==> src/rtl/m_mux4way_arb.sv <==
// m_mux4way_arb: 4-to-1 round-robin stream merger with a registered output.
// Ports: i_clk, i_rst (sync, active-high); i_valid/i_data/o_ready per channel;
// o_valid/o_data/o_sel/i_ready toward the consumer.
// Option MUX4WAY_PKT_LOCK_EN adds i_last/o_last and holds the grant for a packet.
module m_mux4way_arb #(
  parameter int WIDTH = 16
) (
  input  logic               i_clk,
  input  logic               i_rst,
  input  logic [3:0]         i_valid,
  input  logic [4*WIDTH-1:0] i_data,
  output logic [3:0]         o_ready,
  output logic               o_valid,
  output logic [WIDTH-1:0]   o_data,
  output logic [1:0]         o_sel,
  input  logic               i_ready
`ifdef MUX4WAY_PKT_LOCK_EN
  ,
  input  logic [3:0]         i_last,
  output logic               o_last
`endif
);

  logic [WIDTH-1:0] ch_data [4];
  logic [1:0]       ptr_q;
  logic             load;
  logic             gnt_found;
  logic [1:0]       gnt_idx;
  logic [1:0]       cand;
  logic             xfer;

`ifdef MUX4WAY_PKT_LOCK_EN
  logic             lock_q;
`endif

  always_comb begin
    for (int k = 0; k < 4; k++) begin
      ch_data[k] = i_data[k*WIDTH +: WIDTH];
    end
  end

  assign load = !o_valid || i_ready;

  // Search ptr+1 .. ptr+4 so the last winner has the lowest priority.
  always_comb begin
    gnt_found = 1'b0;
    gnt_idx   = ptr_q;
    cand      = ptr_q;
    for (int i = 1; i <= 4; i++) begin
      cand = ptr_q + 2'(i);
      if (!gnt_found && i_valid[cand]) begin
        gnt_found = 1'b1;
        gnt_idx   = cand;
      end
    end
`ifdef MUX4WAY_PKT_LOCK_EN
    // Inside a packet only the owning channel may be served.
    if (lock_q) begin
      gnt_found = i_valid[ptr_q];
      gnt_idx   = ptr_q;
    end
`endif
  end

  always_comb begin
    o_ready = 4'b0000;
    if (load && gnt_found && !i_rst) begin
      o_ready = 4'b0001 << gnt_idx;
    end
  end

  assign xfer = |o_ready;

  always_ff @(posedge i_clk) begin
    if (i_rst) begin
      o_valid <= 1'b0;
      o_data  <= '0;
      o_sel   <= 2'd0;
      ptr_q   <= 2'd3;
`ifdef MUX4WAY_PKT_LOCK_EN
      o_last  <= 1'b0;
      lock_q  <= 1'b0;
`endif
    end else if (load) begin
      if (xfer) begin
        o_valid <= 1'b1;
        o_data  <= ch_data[gnt_idx];
        o_sel   <= gnt_idx;
        ptr_q   <= gnt_idx;
`ifdef MUX4WAY_PKT_LOCK_EN
        o_last  <= i_last[gnt_idx];
        lock_q  <= !i_last[gnt_idx];
`endif
      end else begin
        o_valid <= 1'b0;
      end
    end
  end

endmodule
==> config.mk <==
export PLATFORM = sky130hd
export DESIGN_NAME = m_mux4way_arb
export DESIGN_NICKNAME = d
export VERILOG_FILES = /design/src/rtl/m_mux4way_arb.sv
export SDC_FILE = /design/constraint.sdc
export NUM_CORES = 1
export LEC_CHECK = 0
export ABC_AREA = 1
export BUFFER_PORTS_ARGS = -buffer_cell sky130_fd_sc_hd__buf_2
export CAP_MARGIN = 0
export CORE_UTILIZATION = 41
export DETAILED_ROUTE_END_ITERATION = 6
export HOLD_SLACK_MARGIN = 0.08
export PLACE_DENSITY = 0.73
export SLEW_MARGIN = 10
export SYNTH_ARGS = -nofsm -noshare
export SYNTH_HDL_FRONTEND = slang
export SYNTH_SLANG_ARGS = --single-unit
==> constraint.sdc <==
create_clock -name i_clk -period 3.5 [get_ports i_clk]
set_input_delay 0.525 -clock i_clk [delete_from_list [all_inputs] [get_ports i_clk]]
set_output_delay 0.525 -clock i_clk [all_outputs]
set_load 0.02 [all_outputs]
==> results.json <==
{
  "place_hpwl_um": 4090,
  "n_antenna_cell": 0,
  "finalPower_mw": 2.03,
  "setup_violations": 0,
  "core-area_um2": 4380,
  "path_max_fanout": 19,
  "die_w_um": 69.6,
  "cts_made_buffers": 3,
  "drv_cap": 0,
  "io_buffers": 93,
  "cts-resized-gates": 0,
  "fp.dieH_um": 69.6,
  "grtUsageTotal": 0.213,
  "clock_sinks": 21,
  "post-cts-setup-buffers": 0,
  "yosysTopAreaCellShare": 0.238,
  "dieArea_um2": 4840,
  "synth-async-reset-ratio": 0,
  "drt_first_iter_violations": 144,
  "cts_hold_buf": 0,
  "status": "complete, no violations",
  "vias": 2219,
  "ant_nets": 0,
  "yosysUniqueCellTypes": 25,
  "routedWlPerCell_um": 11.7,
  "io_pins": 94,
  "synth_flop_cell": "dfxtp_1",
  "power.leakage_nw": 1.38,
  "intPower_uw": 871,
  "hold_class": "reg -> reg",
  "fin_setup_tns_ns": 0,
  "clockBufferDepth": 2,
  "rsz0062_at_grt": "false",
  "grt_pass1_wl_um": 8530,
  "routed_via_density": 4.94,
  "final_nets": 469,
  "critPathRequiredTime_ns": 2.97,
  "drc": 0,
  "final-hold-violation-count": 0,
  "htreeDepth": 1,
  "row_count": 24,
  "worst_ir_drop_vdd_uv": 310,
  "powerDensity_nw_per_um2": 868,
  "end_kind": "output port",
  "yosysMostFrequentCell": "nand3_1",
  "start_kind": "flop",
  "worst_pin_slew_ns": 0.460,
  "drive_gt1_frac": 0.310,
  "clock_skew_ns": 0.00439,
  "pwr-share-comb": 0.745,
  "synth_common_cells": "89 x nand3_1, 63 x nand2_1, 38 x inv_1",
  "syn_area_um2": 1870,
  "synth_area_leaders": "nand3_1 24%, dfxtp_1 22%, nand2_1 13%",
  "cts.clk_slew.worst_paths_ns": 0.07,
  "gp_congestion": 0.827,
  "finalCriticalPeriod_ns": 2.92,
  "totalWireLength_um": 5230,
  "antenna_found_initial": 0,
  "start_util": 0.427,
  "root_buffer": "clkbuf_8",
  "syn_nets": 385,
  "synth-seq-cells": 21,
  "slew_violations": 0,
  "clkPwrFrac": 0.079,
  "synth-edff-count": 0,
  "p_seq_frac": 0.176,
  "cts_tree": "yes",
  "ys_seq_area_frac": 0.225,
  "grt_max_degree": 36,
  "first_pass_iters": 4,
  "syn_to_final_growth_pct": 25.1,
  "fmax_ghz": 0.343,
  "synth.avg_cell_area_um2": 5.96,
  "gr-total-overflow": 0,
  "slew_headroom": 0.693,
  "first_global_vias": 1898,
  "fin_crit_sh": 0.834,
  "yosysTopAreaCell": "nand3_1",
  "cp.arrival_ns": 2.39,
  "clock_latency_ns": 0.26,
  "yosys_warnings": 0,
  "switching_power_mw": 1.16,
  "critical_path_class": "reg -> out",
  "synthCells": 314,
  "switching_share": 0.571
}
## registers in the layout (all words and copies together) (netlist names)
| name | count |
|---|---|
| ptr_q | 2 |
| o_valid | 1 |
| o_sel | 2 |
| o_data | 16 |
## worst paths after layout
kind                              start                      to  slack [ns]  cells past startpoint
hold / removal    o_sel[0]$_SDFFE_PP0P_   o_sel[0]$_SDFFE_PP0P_        0.47                      2
hold reg to reg   o_sel[0]$_SDFFE_PP0P_   o_sel[0]$_SDFFE_PP0P_        0.47                      2
setup reg to reg  ptr_q[0]$_SDFFE_PP1P_  o_data[1]$_SDFFE_PP0P_        1.22                     14
setup / recovery  ptr_q[0]$_SDFFE_PP1P_              o_ready[0]        0.58                     12
## layout make-up
| cell class | instances | area, um2 |
|---|---|---|
| Multi-Input combinational cell | 234 | 1160 |
| Inverter | 42 | 163 |
| Sequential cell | 21 | 420 |
| Tap cell | 52 | 65.1 |
| Timing Repair Buffer | 96 | 488 |
| Clock buffer | 4 | 45.0 |
| Fill cell | 471 | 2040 |
## power groups by stage
| stage | registers, mW | logic [mW] | clock network [mW] |
|---|---|---|---|
| final | 0.358 | 1.51 | 0.160 |
| after global routing | 0.367 | 1.70 | 0.170 |
| after CTS | 0.357 | 1.51 | 0.160 |
| after detailed placement | 0.361 | 1.51 | 0 |
| after global placement | 0.363 | 1.48 | 0 |
| after floorplan | 0.441 | 1.20 | 0 |
## metrics by stage
step / hold WS (ns) / instances / util / setup slack [ns] / area, um2
finish: 0.470 / 449 / 0.534 / 0.582 / 2340
global route: 0.460 / 449 / 0.534 / 0.378 / 2340
detailed placement: 0.455 / 445 / 0.524 / 0.880 / 2300
global placement: 0.454 / 445 / 0.524 / 0.931 / 2300
CTS: 0.467 / 449 / 0.534 / 0.591 / 2340
floorplan: 0.538 / 314 / - / 1.02 / 1870
## critical path: stages, from the launching register on
cell and delay, ns:
dfxtp_1 0.31, buf_4 0.19, inv_2 0.14, nand2_1 0.09, nand2_1 0.09, nand2_2 0.15, nand2_4 0.10, nor2_8 0.16
nand3_4 0.22, nand2_8 0.21, inv_6 0.09, nor3_1 0.18, buf_2 0.19
## logic make-up (layout without fill, tap and decap cells)
kind of cell / after synthesis / in the layout / share of synthesized area
AO/OA/AOI/OAI: 24 / 24 / 0.0675
buffers and inverters: 59 / 142 / 0.156
flip-flops: 21 / 21 / 0.225
AND/OR/NAND/NOR: 210 / 210 / 0.552
## cell usage in the layout (no fill, tap or decap)
master / n
nand3_2: 2
nor2_1: 34
nand3_1: 89
nand3b_1: 1
o21ai_1: 1
nor3_1: 2
clkbuf_8: 3
o211ai_1: 2
nand4_1: 1
nor2_8: 1
inv_1: 38
dfxtp_1: 21
clkbuf_1: 1
nand3_4: 1
inv_6: 1
nand2_2: 11
nand2_8: 2
a31oi_1: 1
inv_2: 3
nand2_4: 3
buf_4: 3
o21ai_0: 16
a21oi_1: 4
nand2_1: 63
buf_2: 93
## metal layers
layer	track usage	vias to the layer above	routed length, um
li1	-	1179	-
met1	0.315	961	2610
met2	0.329	75	2300
met3	0.0174	4	279
met4	0.0567	0	43
met5	0	-	0
No activity file was read; power rests on OpenSTA's default activity.
